[src/rtl/sine_width_gen.sv]
`default_nettype none
// ============================================================================
// Module   : sine_width_gen
// Brief    : Phase-accumulated quarter-wave sine LUT mapped to a PWM duty
//            width through a four-stage pipeline (fold, LUT, offset, scale).
// Revision : 1.0
// ============================================================================

module sine_width_gen #(
    parameter int PERIOD  = 1000,
    parameter int PHASE_W = 32,
    parameter int LUT_AW  = 8,
    parameter int AMP_W   = 16
) (
    input  logic               clk,
    input  logic               rst,
    input  logic               en,
    input  logic               tick,
    input  logic [PHASE_W-1:0] fcw,
    output logic [31:0]        width,
    output logic               width_valid,
    output logic               overrun
);

    localparam int                 c_lut_depth = 1 << LUT_AW;
    localparam int                 c_prod_w    = AMP_W + 25;
    localparam logic [24:0]        c_period    = 25'(PERIOD);
    localparam logic [31:0]        c_width_rst = 32'(PERIOD / 2);
    localparam logic [AMP_W-1:0]   c_half      = {1'b1, {(AMP_W-1){1'b0}}};
    localparam logic [AMP_W-1:0]   c_half_m1   = {1'b0, {(AMP_W-1){1'b1}}};

    // Elaboration-time sine: a Taylor series is exact to double precision
    // over 0..pi/2, so the rounded table entries are deterministic.
    function automatic real sine_series(input real x);
        real term;
        real sum;
        term = x;
        sum  = x;
        for (int k = 1; k < 12; k++) begin
            term = -term * x * x / (real'(2 * k) * real'(2 * k + 1));
            sum  = sum + term;
        end
        return sum;
    endfunction

    function automatic logic [AMP_W-1:0] lut_entry(input int idx);
        real angle;
        real amp;
        angle = 3.14159265358979323846 / 2.0 * (real'(idx) + 0.5) / real'(c_lut_depth);
        amp   = real'((1 << (AMP_W - 1)) - 1);
        return AMP_W'($rtoi(amp * sine_series(angle) + 0.5));
    endfunction

    logic [AMP_W-1:0] w_lut [c_lut_depth];

    for (genvar gi = 0; gi < c_lut_depth; gi++) begin : g_lut
        localparam logic [AMP_W-1:0] c_entry = lut_entry(gi);
        assign w_lut[gi] = c_entry;
    end

    logic [PHASE_W-1:0]  r_phase;
    logic                r_v1;
    logic                r_v2;
    logic                r_v3;
    logic                r_neg1;
    logic                r_neg2;
    logic [LUT_AW-1:0]   r_addr1;
    logic [AMP_W-1:0]    r_mag2;
    logic [AMP_W-1:0]    r_u3;

    logic                w_busy;
    logic                w_accept;
    logic                w_drop;
    logic [LUT_AW-1:0]   w_idx;
    logic [LUT_AW-1:0]   w_addr;
    logic [AMP_W-1:0]    w_u;
    logic [c_prod_w-1:0] w_prod;
    logic [31:0]         w_width;

    // Busy spans the three internal stages plus the output cycle itself,
    // so a tick landing on the valid pulse is still treated as a collision.
    assign w_busy   = r_v1 | r_v2 | r_v3 | width_valid;
    assign w_accept = tick & en & ~w_busy;
    assign w_drop   = tick & en & w_busy;

    assign w_idx  = r_phase[PHASE_W-3 -: LUT_AW];
    assign w_addr = r_phase[PHASE_W-2] ? ~w_idx : w_idx;

    assign w_u     = r_neg2 ? (c_half_m1 - r_mag2) : (c_half + r_mag2);
    assign w_prod  = c_prod_w'(r_u3) * c_prod_w'(c_period);
    assign w_width = {7'b0, w_prod[AMP_W +: 25]};

    always_ff @(posedge clk) begin
        if (rst) begin
            r_phase     <= '0;
            r_v1        <= 1'b0;
            r_v2        <= 1'b0;
            r_v3        <= 1'b0;
            r_neg1      <= 1'b0;
            r_neg2      <= 1'b0;
            r_addr1     <= '0;
            r_mag2      <= '0;
            r_u3        <= '0;
            width       <= c_width_rst;
            width_valid <= 1'b0;
            overrun     <= 1'b0;
        end else begin
            if (w_accept) begin
                r_phase <= r_phase + fcw;
                r_addr1 <= w_addr;
                r_neg1  <= r_phase[PHASE_W-1];
            end
            r_v1        <= w_accept;
            r_v2        <= r_v1;
            r_mag2      <= w_lut[r_addr1];
            r_neg2      <= r_neg1;
            r_v3        <= r_v2;
            r_u3        <= w_u;
            width_valid <= r_v3;
            if (r_v3) begin
                width <= w_width;
            end
            if (w_drop) begin
                overrun <= 1'b1;
            end
        end
    end

endmodule

`default_nettype wire

[config.mk]
export PLATFORM = sky130hd
export DESIGN_NAME = sine_width_gen
export DESIGN_NICKNAME = d
export VERILOG_FILES = /design/src/rtl/sine_width_gen.sv
export SDC_FILE = /design/constraint.sdc
export NUM_CORES = 1
export LEC_CHECK = 0
export BUFFER_PORTS_ARGS = -buffer_cell sky130_fd_sc_hd__buf_2
export CAP_MARGIN = 20
export CELL_PAD_IN_SITES_DETAIL_PLACEMENT = 1
export CELL_PAD_IN_SITES_GLOBAL_PLACEMENT = 2
export CORE_MARGIN = 4
export CORE_UTILIZATION = 37
export CTS_CLUSTER_DIAMETER = 60
export DETAILED_ROUTE_END_ITERATION = 16
export PLACE_DENSITY_LB_ADDON = 0.1
export SETUP_SLACK_MARGIN = 0.15
export SLEW_MARGIN = 10
export SYNTH_ARGS = -nofsm -noshare
export SYNTH_HDL_FRONTEND = slang
export SYNTH_SLANG_ARGS = --single-unit
[constraint.sdc]
create_clock -name clk -period 5.6 [get_ports clk]
set_clock_uncertainty 0.2 [all_clocks]
set_input_delay 0.28 -clock clk [delete_from_list [all_inputs] [get_ports clk]]
set_output_delay 0.28 -clock clk [all_outputs]
set_load 0.005 [all_outputs]
### After elaboration in Yosys (flattened, before gate mapping)

Memories as Yosys holds them, arrays and structs flattened. A register that Yosys moved wholly into a read port is not among the register bits.
Cells that the tools add are included.

| word-level totals | value |
|---|---|
| bits of input ports | 36 |
| output and inout port bits | 34 |
| memories kept | 1 |
| flip-flop bits (word level) | 73 |
| memory bits (read-only) | 4,096 |
| word-level logic and storage cells | 27 |

Memory list:

| memory | words | bits a word | read ports | clocked after memory_dff | write ports | RTL line | RTL |
|---|---|---|---|---|---|---|---|
| (name not given) | 256 | 16 | 1 | 1 | 0 | 115 | `r_mag2 <= w_lut[r_addr1];` |

| cells by class | value |
|---|---|
| multipliers | 1 |
| mux-type cells | 2 |
| bitwise logic cells | 9 |
| $add $sub $neg | 3 |

Operator list:

| operator | number |
|---|---|
| $add A32 B32 Y32 | 1 |
| $mul A16 B7 Y23 const B | 1 |
| $add A16 B16 Y16 const A | 1 |
| $mux W16 | 1 |
| $sub A15 B16 Y16 const A | 1 |
| $not A8 Y9 | 1 |
| $mux W8 | 1 |
| $not A8 Y8 | 1 |
| $and A1 B1 Y1 | 3 |
| $or A1 B1 Y1 | 3 |
| $not A1 Y1 | 1 |

### Logic depth before layout (Yosys ltp)

Gate-level depths: netlist of run 1.

| logic depth | value |
|---|---|
| depth in word-level cells | 5 |
| depth in mapped cells | 16 |
| depth with buffers taken out | 16 |

### Worst setup path after synthesis of run 1

OpenSTA, ideal clock, no wires.

| timing | value |
|---|---|
| path type | register to register |
| start point | register r_u3[2] |
| end point | register width[3] |
| arrival time | 4.301 ns |
| period minus slack after synthesis | 4.572 ns |
| slack | 1.028 ns |
| setup time | 0.071 ns |
| path buffers | 0 |
| stages on the path, launching flop included | 17 |
| required time | 5.329 ns |
| cell sequence | dfxtp_1 > inv_1 > fa_1 > fa_1 > fa_1 > fa_1 > inv_1 > ha_1 > a21o_1 > a21o_1 > a21o_1 > nor2_1 > o21ai_1 > a2111oi_0 > o31a_1 > o21ai_1 > a21oi_1 |

| between the ends | value |
|---|---|
| longest elaborated chain between the ends | 1 |

RTL lines:

| element | RTL line | RTL |
|---|---|---|
| start: declaration | 69 | `logic [AMP_W-1:0] r_u3;` |
| start signal: assignment | 118 | `r_u3 <= w_u;` |
| $mul A16 B7 Y23 | 90 | `assign w_prod = c_prod_w'(r_u3) * c_prod_w'(c_period);` |
| end signal: assignment | 104 | `width <= c_width_rst;` |
| end signal: assignment | 121 | `width <= w_width;` |
| end: declaration | 20 | `output logic [31:0] width,` |

Every way passes these cells.
A chain may end at the register's enable or synchronous reset.

### Final worst setup path of run 1

Same ends and word-level chain as after synthesis.

==> metrics.log, run 1 <==
INFO  metric status = completed
INFO  metric antennaDiodeCount = 0
INFO  metric ff2ff_path_depth = 16
INFO  metric placement_rows = 64
INFO  metric via_count = 11415
INFO  metric post_dp_cell_area = 0.0117 sq mm
INFO  metric share_of_the_synthesized_area_in_the_top_cell_type = 15.4%
INFO  metric grtUsageMet2 = 39.4%
INFO  metric setup_total_negative_slack = 0 ns
INFO  metric startpoint_of_the_tightest_hold_check_path = rst
INFO  metric synth.ff_latch_count = 88
INFO  metric worst_path_dominant_cell_family = adder cells
INFO  metric cp-startpoint = r_u3[2]
INFO  metric fmaxAchievable = 0.200 GHz
INFO  metric drt_first_iter_violations = 920
INFO  metric critical_path.most_common_cell = sky130_fd_sc_hd__fa_1
INFO  metric ys.warnings.count = 0
INFO  metric areaGrowthSynthToFinish = 5.56%
INFO  metric synth.distinct_cells = 79
INFO  metric synth_fa_ha_area_share = 20.3%
INFO  metric maximum_number_of_pins_on_one_net_before_global_route_repair = 75
INFO  metric synth_top_family_by_area = compound AO/OA/AOI/OAI gates
INFO  metric drt_drc_violations_left = 0
INFO  metric setup_repair_after_global_routing_missed_its_margin = no
INFO  metric required = 5.69 ns
INFO  metric grt_pass1_wl = 66.4 mm
INFO  metric ir_drop = 151 uV
INFO  metric fin_crit = 5.01 ns
INFO  metric synth_edf_count = 0
INFO  metric die_h = 184 um
INFO  metric place.detailed.instances = 1906
INFO  metric ys_top_cells_by_area = sky130_fd_sc_hd__dfxtp_1 15%, sky130_fd_sc_hd__ha_1 11%, sky130_fd_sc_hd__fa_1 9.5%
INFO  metric layout-drive-gt1-share = 7.99%
INFO  metric seq_area_frac_synth = 15.4%
INFO  metric cts_tree = built
INFO  metric layout.cells.most_common_list = 175 x sky130_fd_sc_hd__a21oi_1, 159 x sky130_fd_sc_hd__nand2_1, 151 x sky130_fd_sc_hd__nor2_1, 99 x sky130_fd_sc_hd__inv_1, 98 x sky130_fd_sc_hd__ha_1
INFO  metric worstReg2RegStart = r_u3[2]
INFO  metric buffer_ports.inserted = 47
INFO  metric critical_path.endpoint_type = register
INFO  metric gpl.final_weighted_congestion = 0.923
INFO  metric power = 2.91 mW
INFO  metric postRouteWirelength = 41.7 mm
INFO  metric fin_crit_sh = 89.5%
INFO  metric mappedNetlistArea = 0.0114 sq mm
INFO  metric compound_cell_area_share_of_the_yosys_netlist = 29.5%
INFO  metric timing_worst_slew_pin_value = 0.977 ns
INFO  metric setup.worst_path.start_class = register
INFO  metric post_synth_mux_area_share = 2.19%
INFO  metric finish.instance_area = 0.0121 sq mm
INFO  metric holdBufCountCts = 0
INFO  metric data_arrival_at_the_endpoint_of_the_critical_path = 5.10 ns
INFO  metric syn_avg_cell_area = 7.28 sq um
INFO  metric post_cts_resize_count = 0
INFO  metric final_setup_violating_endpoints = 0
INFO  metric fp.dieW = 184 um
INFO  metric holdPathStages = 2
INFO  metric cp.depth = 16
INFO  metric clockRootBuffer = sky130_fd_sc_hd__clkbuf_16
INFO  metric grt_util_met1 = 35.0%
INFO  metric setup.worst_path.class = reg -> reg
INFO  metric synthCells = 1569
INFO  metric first_global_vias = 11667
INFO  metric total_leakage_power = 4.94 nW
INFO  metric postSynth.asyncResetShare = 0%
INFO  metric synthSimpleGateAreaFrac = 18.7%
INFO  metric path_max_fanout = 5
INFO  metric h-tree-depth = 3
INFO  metric drt.antenna.violating_nets = 0
INFO  metric crit_path_cell_trace = inv_1 -> fa_1 -> fa_1 -> fa_1 -> fa_1 -> inv_1 -> ha_1 -> a21o_1 -> a21o_1 -> a21o_1 -> nor2_1 -> o21ai_1 -> a2111oi_0 -> o31a_1 -> o21ai_1 -> a21oi_1
INFO  metric final-max-slew-violation-count = 0
INFO  metric worst_skew_pair.late_latency = 0.36 ns
INFO  metric routedWlPerCell = 21.7 um
INFO  metric numClockSinks = 88
INFO  metric drt-pass1-iter-count = 5
INFO  metric hold_viol = 0
INFO  metric maxCapViolations = 0
INFO  metric top_level_ports = 70
INFO  metric antenna_found_initial = 0
INFO  metric final_hpwl_dp = 30.3 mm
INFO  metric routed_via_density = 5.94
INFO  metric power.density = 241 mW/mm^2
INFO  metric hp-class = in -> reg
INFO  metric floorplan.initialDensity = 37.4%
INFO  metric gr-max-usage-layer = met2
INFO  metric finalNetCount = 1710
INFO  metric cts_made_buffers = 9
INFO  metric grt.total_usage = 24.5%
INFO  metric timing.critical_path.slowest_stage_cell = sky130_fd_sc_hd__a2111oi_0
INFO  metric yosys.area_share.xor_xnor = 4.45%
INFO  metric critical_path.max_stage_delay = 0.63 ns
INFO  metric timing.slew.headroom = 34.6%
INFO  metric postCtsSetupRepairBufs = 0
INFO  metric synth_ff_type = sky130_fd_sc_hd__dfxtp_1
INFO  metric floorplan_die_area = 0.0337 sq mm
INFO  metric clkSlewWorstSetupHoldPaths = 0.08 ns
INFO  metric clockBufferDepth = 2
INFO  metric leading_cell_type_in_the_layout_fill_and_taps_excluded = sky130_fd_sc_hd__a21oi_1
INFO  metric grt_remaining_overflow = 0
INFO  metric worstPathBufferInverterCount = 2
INFO  metric fp.coreArea = 0.0305 sq mm
INFO  metric finalNonFillerCells = 1923
INFO  metric grt.met3_usage = 3.82%
INFO  metric synth_area_leader_cell = sky130_fd_sc_hd__dfxtp_1
-- cell families (layout without fill, tap and decap cells) --
family / Yosys count / after routing
adder cells (fa/ha/maj): 153 / 153
multiplexers: 17 / 17
flip-flops: 88 / 88
AND/OR/NAND/NOR: 471 / 471
buffers and inverters: 255 / 192
other: 1 / 22
AO/OA/AOI/OAI: 526 / 526
XOR/XNOR: 58 / 58
-- Yosys cell counts (all sizes together), types with 8 or more instances --
cell type,count
nor2b,20
a31oi,25
a311oi,19
and3,8
inv,101
dfxtp,88
mux2i,10
nand4,11
xnor2,36
nor2,152
o21a,10
nor3,46
nand2,159
xor2,22
a21o,32
o21ai,100
nand2b,20
o311ai,9
ha,98
clkbuf,72
a21oi,175
nand3,26
a211oi,51
o211ai,24
fa,54
o21bai,9
o31ai,10
buf,80
-- worst reg2reg max path: cells and delay by family, from the launching register on --
| kind | cells | cell delay, ns |
|---|---|---|
| adders and majority gates | 5 | 2.28 |
| AOI/OAI and AO/OA | 8 | 1.77 |
| DFF | 1 | 0.43 |
| buffers and inverters | 2 | 0.18 |
| and+or+nand+nor | 1 | 0.12 |
-- power by group --
group | internal, mW | switching [mW]
sequential | 0.676 | 0.0691
combinational | 0.572 | 0.939
clock | 0.366 | 0.287
total | 1.61 | 1.30
-- sequential cells by signal, summed over array words and instances, names as in the netlist --
name / count
r_v1: 1
r_mag2: 15
r_v2: 1
r_u3: 16
overrun: 1
r_addr1: 8
r_neg1: 1
width_valid: 1
r_v3: 1
r_phase: 32
r_neg2: 1
width: 10
-- metal layers --
metal	part of all wire, %	wire (um)
met3	5.4	2250
met2	46	19100
met5	0	0
met4	1.5	624
met1	47	19700
-- path summary, 6_finish.rpt --
check | slack [ns] | end
setup / recovery | 0.59 | width[3]
hold / removal | 0.03 | overrun
setup reg to reg | 0.59 | width[3]
hold reg to reg | 0.25 | r_phase[9]
-- stage by stage --
| stage | hold slack [ns] | utilization [%] | worst slack [ns] |
|---|---|---|---|
| 2_1_floorplan | 0.232 | - | 1.03 |
| 3_3_place_gp | 0.239 | 38.5 | 0.757 |
| 3_5_place_dp | 0.250 | 38.5 | 0.565 |
| 4_1_cts | 0.0265 | 39.5 | 0.562 |
| 5_1_grt | 0.0378 | 39.5 | 0.315 |
| 6_report | 0.0349 | 39.5 | 0.591 |
-- layout make-up --
| class | count | area (sq um) |
|---|---|---|
| inverters | 103 | 387 |
| clock inverters | 6 | 73.8 |
| well taps | 396 | 495 |
| flip-flops and latches | 88 | 1780 |
| repair buffers | 73 | 433 |
| fillers | 3842 | 18500 |
| multi-input cells | 1247 | 8650 |
| clock buffers | 10 | 239 |
(Power assumes the default switching activity.)
==> run 2, diff against run 1 <==
Settings changed: CORE_UTILIZATION 37 to 35.
Clock period 5.6 ns to 5.65 ns, I/O delays scaled along.
==> metrics.log, run 2 (synthesis gave the netlist of run 1 again) <==
INFO  metric status = completed
INFO  metric critical_path.endpoint_type = register
INFO  metric post_dp_cell_area = 0.0118 sq mm
INFO  metric fp.dieW = 189 um
INFO  metric required = 5.75 ns
INFO  metric rr_endpoint = width[3]
INFO  metric finish.instance_area = 0.0122 sq mm
INFO  metric layout-drive-gt1-share = 8.05%
INFO  metric startpoint_of_the_tightest_hold_check_path = en
INFO  metric whs = 0.0854 ns
INFO  metric placement_rows = 65
INFO  metric cts_tree = built
INFO  metric post-route-util = 38.2%
INFO  metric setup.worst_path.start_class = register
INFO  metric antenna_found_initial = 2
INFO  metric final.setup.worst_slack = 0.701 ns
INFO  metric maximum_number_of_pins_on_one_net_before_global_route_repair = 73
INFO  metric leading_cell_type_in_the_layout_fill_and_taps_excluded = sky130_fd_sc_hd__a21oi_1
INFO  metric numClockSinks = 88
INFO  metric timing_worst_slew_pin_value = 0.946 ns
INFO  metric floorplan.initialDensity = 35.8%
INFO  metric setup_repair_after_global_routing_missed_its_margin = no
INFO  metric worstReg2RegStart = r_u3[2]
INFO  metric routed_via_density = 5.84
INFO  metric place_worst_setup_slack = 0.691 ns
INFO  metric first_global_vias = 11506
INFO  metric drt.antenna.violating_nets = 0
INFO  metric finalNetCount = 1712
INFO  metric postCtsSetupRepairBufs = 0
INFO  metric die_h = 189 um
INFO  metric setup.worst_path.class = reg -> reg
INFO  metric fin_crit_sh = 87.6%
INFO  metric final_setup_violating_endpoints = 0
INFO  metric total_leakage_power = 4.97 nW
INFO  metric h-tree-depth = 3
INFO  metric hp-class = in -> reg
INFO  metric clockRootBuffer = sky130_fd_sc_hd__clkbuf_16
INFO  metric worst_skew_pair.late_latency = 0.37 ns
INFO  metric grt.total_usage = 23.5%
INFO  metric drt-pass1-iter-count = 6
INFO  metric drt_drc_violations_left = 0
INFO  metric power = 2.95 mW
INFO  metric final-max-slew-violation-count = 0
INFO  metric postRouteWirelength = 42.5 mm
INFO  metric cts_made_buffers = 9
INFO  metric drt_first_iter_violations = 989
INFO  metric holdPathStages = 4
INFO  metric maxCapViolations = 0
INFO  metric holdBufCountCts = 0
INFO  metric gpl.final_weighted_congestion = 0.910
INFO  metric grt_remaining_overflow = 0
INFO  metric largest_registers = r_phase (32), r_u3 (16), r_mag2 (15)
INFO  metric finalNonFillerCells = 1963
INFO  metric areaGrowthSynthToFinish = 6.53%
INFO  metric r2r_slack = 0.70 ns
INFO  metric top_level_ports = 70
INFO  metric power.density = 243 mW/mm^2
INFO  metric fin_crit = 4.95 ns
INFO  metric place.detailed.instances = 1947
INFO  metric data_arrival_at_the_endpoint_of_the_critical_path = 5.05 ns
INFO  metric fmaxAchievable = 0.202 GHz
INFO  metric path_max_fanout = 5
INFO  metric grt_pass1_wl = 67.0 mm
INFO  metric floorplan_die_area = 0.0356 sq mm
INFO  metric clockBufferDepth = 2
INFO  metric routedWlPerCell = 21.6 um
INFO  metric final_hpwl_dp = 30.6 mm
INFO  metric buffer_ports.inserted = 47
INFO  metric worstHoldEndpoint = overrun
INFO  metric antennaDiodeCount = 0
INFO  metric ir_drop = 165 uV
INFO  metric largest_register_ffs = 32
INFO  metric clkSlewWorstSetupHoldPaths = 0.07 ns
INFO  metric timing.slew.headroom = 36.9%
INFO  metric fp.coreArea = 0.0319 sq mm
INFO  metric setup_total_negative_slack = 0 ns
INFO  metric layout.cells.most_common_list = 175 x sky130_fd_sc_hd__a21oi_1, 159 x sky130_fd_sc_hd__nand2_1, 151 x sky130_fd_sc_hd__nor2_1, 99 x sky130_fd_sc_hd__inv_1, 98 x sky130_fd_sc_hd__ha_1
INFO  metric via_count = 11461
INFO  metric fillerInstances = 3976
INFO  metric post_cts_resize_count = 0
INFO  metric hold_viol = 0
INFO  metric ff2ff_path_depth = 16
INFO  metric top_register = r_phase
## run 2: cell types whose count changed in the layout (fill, tap and decap cells not counted), sizes merged
cell / before / now
buf: 73 / 75
bufinv: 1 / 3
clkbuf: 10 / 9
clkinv: 3 / 2
inv: 105 / 104
## run 2: area by class of cell
cell class              count  area (sq um)  area share (%)
multi-input cells        1247          8650            71.1
flip-flops and latches     88          1780            14.6
well taps                 435           544            4.47
repair buffers             75           468            3.85
inverters                 103           387            3.18
clock buffers               9           225            1.85
clock inverters             6           114           0.936
## run 2: worst max-delay path, stage by stage (launching register included)
cell                        delay [ns]
sky130_fd_sc_hd__dfxtp_1          0.43
sky130_fd_sc_hd__inv_1            0.13
sky130_fd_sc_hd__fa_1             0.57
sky130_fd_sc_hd__fa_1             0.45
sky130_fd_sc_hd__fa_1             0.49
sky130_fd_sc_hd__fa_1             0.49
sky130_fd_sc_hd__inv_1            0.04
sky130_fd_sc_hd__ha_1             0.28
sky130_fd_sc_hd__a21o_1           0.16
sky130_fd_sc_hd__a21o_1           0.17
sky130_fd_sc_hd__a21o_1           0.19
sky130_fd_sc_hd__nor2_1           0.09
sky130_fd_sc_hd__o21ai_1          0.14
sky130_fd_sc_hd__a2111oi_0        0.62
sky130_fd_sc_hd__o31a_1           0.23
sky130_fd_sc_hd__o21ai_1          0.06
sky130_fd_sc_hd__a21oi_1          0.14
## run 2: power by group
| part | internal (mW) | total, mW | switching (mW) |
|---|---|---|---|
| logic | 0.569 | 1.49 | 0.919 |
| registers | 0.670 | 0.745 | 0.0749 |
| clock network | 0.434 | 0.719 | 0.286 |
| total | 1.67 | 2.95 | 1.28 |
## run 2: worst max-delay path by stage
stage                 start        to  slack (ns)  cells past startpoint
floorplan           r_u3[2]  width[3]        1.08                     16
detailed placement  r_u3[2]  width[3]        0.69                     16
CTS                 r_u3[2]  width[3]        0.67                     16
finish              r_u3[2]  width[3]        0.70                     16
global route        r_u3[3]  width[3]        0.33                     16
global placement    r_u3[2]  width[3]        0.79                     16
## run 2: metal layers
layer / up-vias / part of all wire, % / track usage [%]
met5: - / 0.031 / 0
met4: 2 / 2.6 / 6.95
met3: 61 / 5.5 / 3.71
met2: 319 / 45 / 37.0
met1: 5649 / 47 / 33.3
li1: 5430 / - / -
==> run 3, diff against run 2 <==
Settings changed: GPL_TIMING_DRIVEN from default to 0, SLEW_MARGIN 10 to 20.
==> metrics.log, run 3 (synthesis gave the netlist of run 1 again) <==
INFO  metric grtUsageMet2 = 50.3%
INFO  metric finalNetCount = 1836
INFO  metric ff2ff_path_depth = 11
INFO  metric fillerInstances = 4080
INFO  metric via_count = 13054
INFO  metric largest_register_ffs = 32
INFO  metric leading_cell_type_in_the_layout_fill_and_taps_excluded = sky130_fd_sc_hd__a21oi_1
INFO  metric first_global_vias = 13553
INFO  metric swShare = 47.2%
INFO  metric gpl.final_weighted_congestion = 1.05
INFO  metric largest_registers = r_phase (32), r_u3 (16), r_mag2 (15)
INFO  metric drt.antenna.violating_nets = 0
INFO  metric p_int = 1.63 mW
INFO  metric holdPathStages = 4
INFO  metric postRouteWirelength = 59.1 mm
INFO  metric grt_remaining_overflow = 0
INFO  metric timing.critical_path.slowest_stage_cell = sky130_fd_sc_hd__ha_1
INFO  metric drt_drc_violations_left = 0
INFO  metric fp.dieW = 189 um
INFO  metric gr-max-usage-layer = met2
INFO  metric finish.instance_area = 0.0126 sq mm
INFO  metric grt.met3_usage = 9.87%
INFO  metric grt.total_usage = 32.4%
INFO  metric cts_tree = built
INFO  metric final_hpwl_dp = 44.8 mm
INFO  metric h-tree-depth = 3
INFO  metric whs = 0.0890 ns
INFO  metric buffer_ports.inserted = 46
INFO  metric power.sequential.fraction = 23.2%
INFO  metric clkPwrFrac = 20.8%
INFO  metric routed_via_density = 6.25
INFO  metric path_max_fanout = 12
INFO  metric timing_worst_slew_pin_value = 1.13 ns
INFO  metric setup.worst_path.start_class = register
INFO  metric critical_path.endpoint_type = register
INFO  metric rr_endpoint = r_mag2[8]
INFO  metric combinationalPowerShare = 56.0%
INFO  metric status = completed
INFO  metric hold_viol = 0
INFO  metric timing.slew.headroom = 24.4%
INFO  metric worst_path_dominant_cell_family = buffers and inverters
INFO  metric fin_crit = 5.27 ns
INFO  metric layout.cells.most_common_list = 175 x sky130_fd_sc_hd__a21oi_1, 159 x sky130_fd_sc_hd__nand2_1, 151 x sky130_fd_sc_hd__nor2_1, 99 x sky130_fd_sc_hd__inv_1, 98 x sky130_fd_sc_hd__ha_1
INFO  metric post_dp_cell_area = 0.0123 sq mm
INFO  metric required = 5.70 ns
INFO  metric grt_pass1_wl = 86.8 mm
INFO  metric fp.coreArea = 0.0319 sq mm
INFO  metric layout-drive-gt1-share = 8.89%
INFO  metric worstPathBufferInverterCount = 4
INFO  metric floorplan.initialDensity = 35.8%
INFO  metric hp-class = in -> reg
INFO  metric r2r_slack = 0.38 ns
INFO  metric ir_drop = 140 uV
INFO  metric power = 3.09 mW
INFO  metric grt_util_met1 = 41.0%
INFO  metric power.density = 245 mW/mm^2
INFO  metric cts_made_buffers = 9
INFO  metric top_level_ports = 70
INFO  metric die_h = 189 um
INFO  metric worst_skew_pair.late_latency = 0.36 ns
INFO  metric critical_path.max_stage_delay = 0.70 ns
INFO  metric maximum_number_of_pins_on_one_net_before_global_route_repair = 16
INFO  metric placement_rows = 65
INFO  metric worstReg2RegStart = r_addr1[0]
INFO  metric final_setup_violating_endpoints = 0
INFO  metric clockRootBuffer = sky130_fd_sc_hd__clkbuf_16
INFO  metric drt_first_iter_violations = 1404
INFO  metric postCtsSetupRepairBufs = 0
INFO  metric floorplan_die_area = 0.0356 sq mm
INFO  metric startpoint_of_the_tightest_hold_check_path = en
INFO  metric post_cts_resize_count = 0
INFO  metric data_arrival_at_the_endpoint_of_the_critical_path = 5.32 ns
INFO  metric numClockSinks = 88
INFO  metric cp.depth = 11
INFO  metric routedWlPerCell = 28.3 um
INFO  metric top_register = r_phase
INFO  metric setup_total_negative_slack = 0 ns
INFO  metric maxCapViolations = 0
INFO  metric fin_crit_sh = 93.3%
INFO  metric holdBufCountCts = 0
INFO  metric drt-pass1-iter-count = 6
INFO  metric total_leakage_power = 5.20 nW
INFO  metric setup_repair_after_global_routing_missed_its_margin = no
INFO  metric setup.worst_path.class = reg -> reg
INFO  metric clkSlewWorstSetupHoldPaths = 0.07 ns
INFO  metric worstHoldEndpoint = overrun
INFO  metric antenna_found_initial = 3
INFO  metric fmaxAchievable = 0.190 GHz
INFO  metric power_switching = 1.46 mW
INFO  metric final-max-slew-violation-count = 0
INFO  metric crit_path_cell_trace = buf_2 -> clkinv_1 -> ha_1 -> clkbuf_1 -> clkbuf_1 -> mux2i_1 -> a211oi_1 -> a21oi_1 -> a21oi_1 -> nor2_1 -> a311oi_1
INFO  metric clockBufferDepth = 2
INFO  metric areaGrowthSynthToFinish = 10.4%
run 3: cell types whose count changed in the layout (fill, tap and decap cells not counted), moves of 2 or more:
cell,change
sky130_fd_sc_hd__buf_1,+24
sky130_fd_sc_hd__buf_2,+33
sky130_fd_sc_hd__buf_4,-5
sky130_fd_sc_hd__bufinv_16,-2
sky130_fd_sc_hd__clkbuf_1,+72
sky130_fd_sc_hd__clkbuf_8,+2
sky130_fd_sc_hd__dfxtp_1,+5
sky130_fd_sc_hd__dfxtp_2,-2
sky130_fd_sc_hd__dfxtp_4,-3
sky130_fd_sc_hd__diode_2,+2
run 3: worst min-delay path, delay by kind of cell:
family / cells / cell delay [ns]
buf+inv: 1 / 0.11
compound gates: 1 / 0.12
simple gates: 2 / 0.09
run 3: how the worst max path moves through the flow:
stage / startpoint / to
floorplan: r_u3[2] / width[3]
global placement: r_addr1[0] / r_mag2[4]
detailed placement: r_u3[3] / width[3]
CTS: r_u3[3] / width[3]
global route: r_addr1[0] / r_mag2[8]
finish: r_addr1[0] / r_mag2[8]
run 3: power by group through the flow:
stage	combinational, mW	sequential, mW	clock (mW)
3_5_place_dp	1.66	0.732	0
4_1_cts	1.67	0.718	0.664
5_1_grt	1.88	0.722	0.684
2_1_floorplan	1.12	0.714	0
6_report	1.73	0.717	0.642
3_3_place_gp	1.63	0.731	0
run 3: stage by stage:
step	worst slack [ns]	util, %	cells
after CTS	0.616	39.5	2088
final	0.379	39.5	2090
after global routing	0.311	39.5	2088
after floorplan	1.08	-	1590
after detailed placement	0.614	38.5	2072
after global placement	0.533	38.5	2071
run 3: layer usage:
metal	share of wire [%]	vias to the layer above
met4	6.1	4
met3	10	257
met2	43	790
met1	41	6308
met5	0.046	-
li1	-	5695
run 3: final cells by class:
cell class | count | area [sq um] | share of cell area, %
clock buffer | 11 | 253 | 2.01
clock inverter | 5 | 60.1 | 0.476
sequential | 88 | 1760 | 14.0
antenna | 2 | 5.00 | 0.0397
timing repair buffer | 47 | 241 | 1.92
tap | 435 | 544 | 4.32
multi-input combinational | 1247 | 8650 | 68.7
inverter | 103 | 387 | 3.07
buffer | 152 | 698 | 5.54
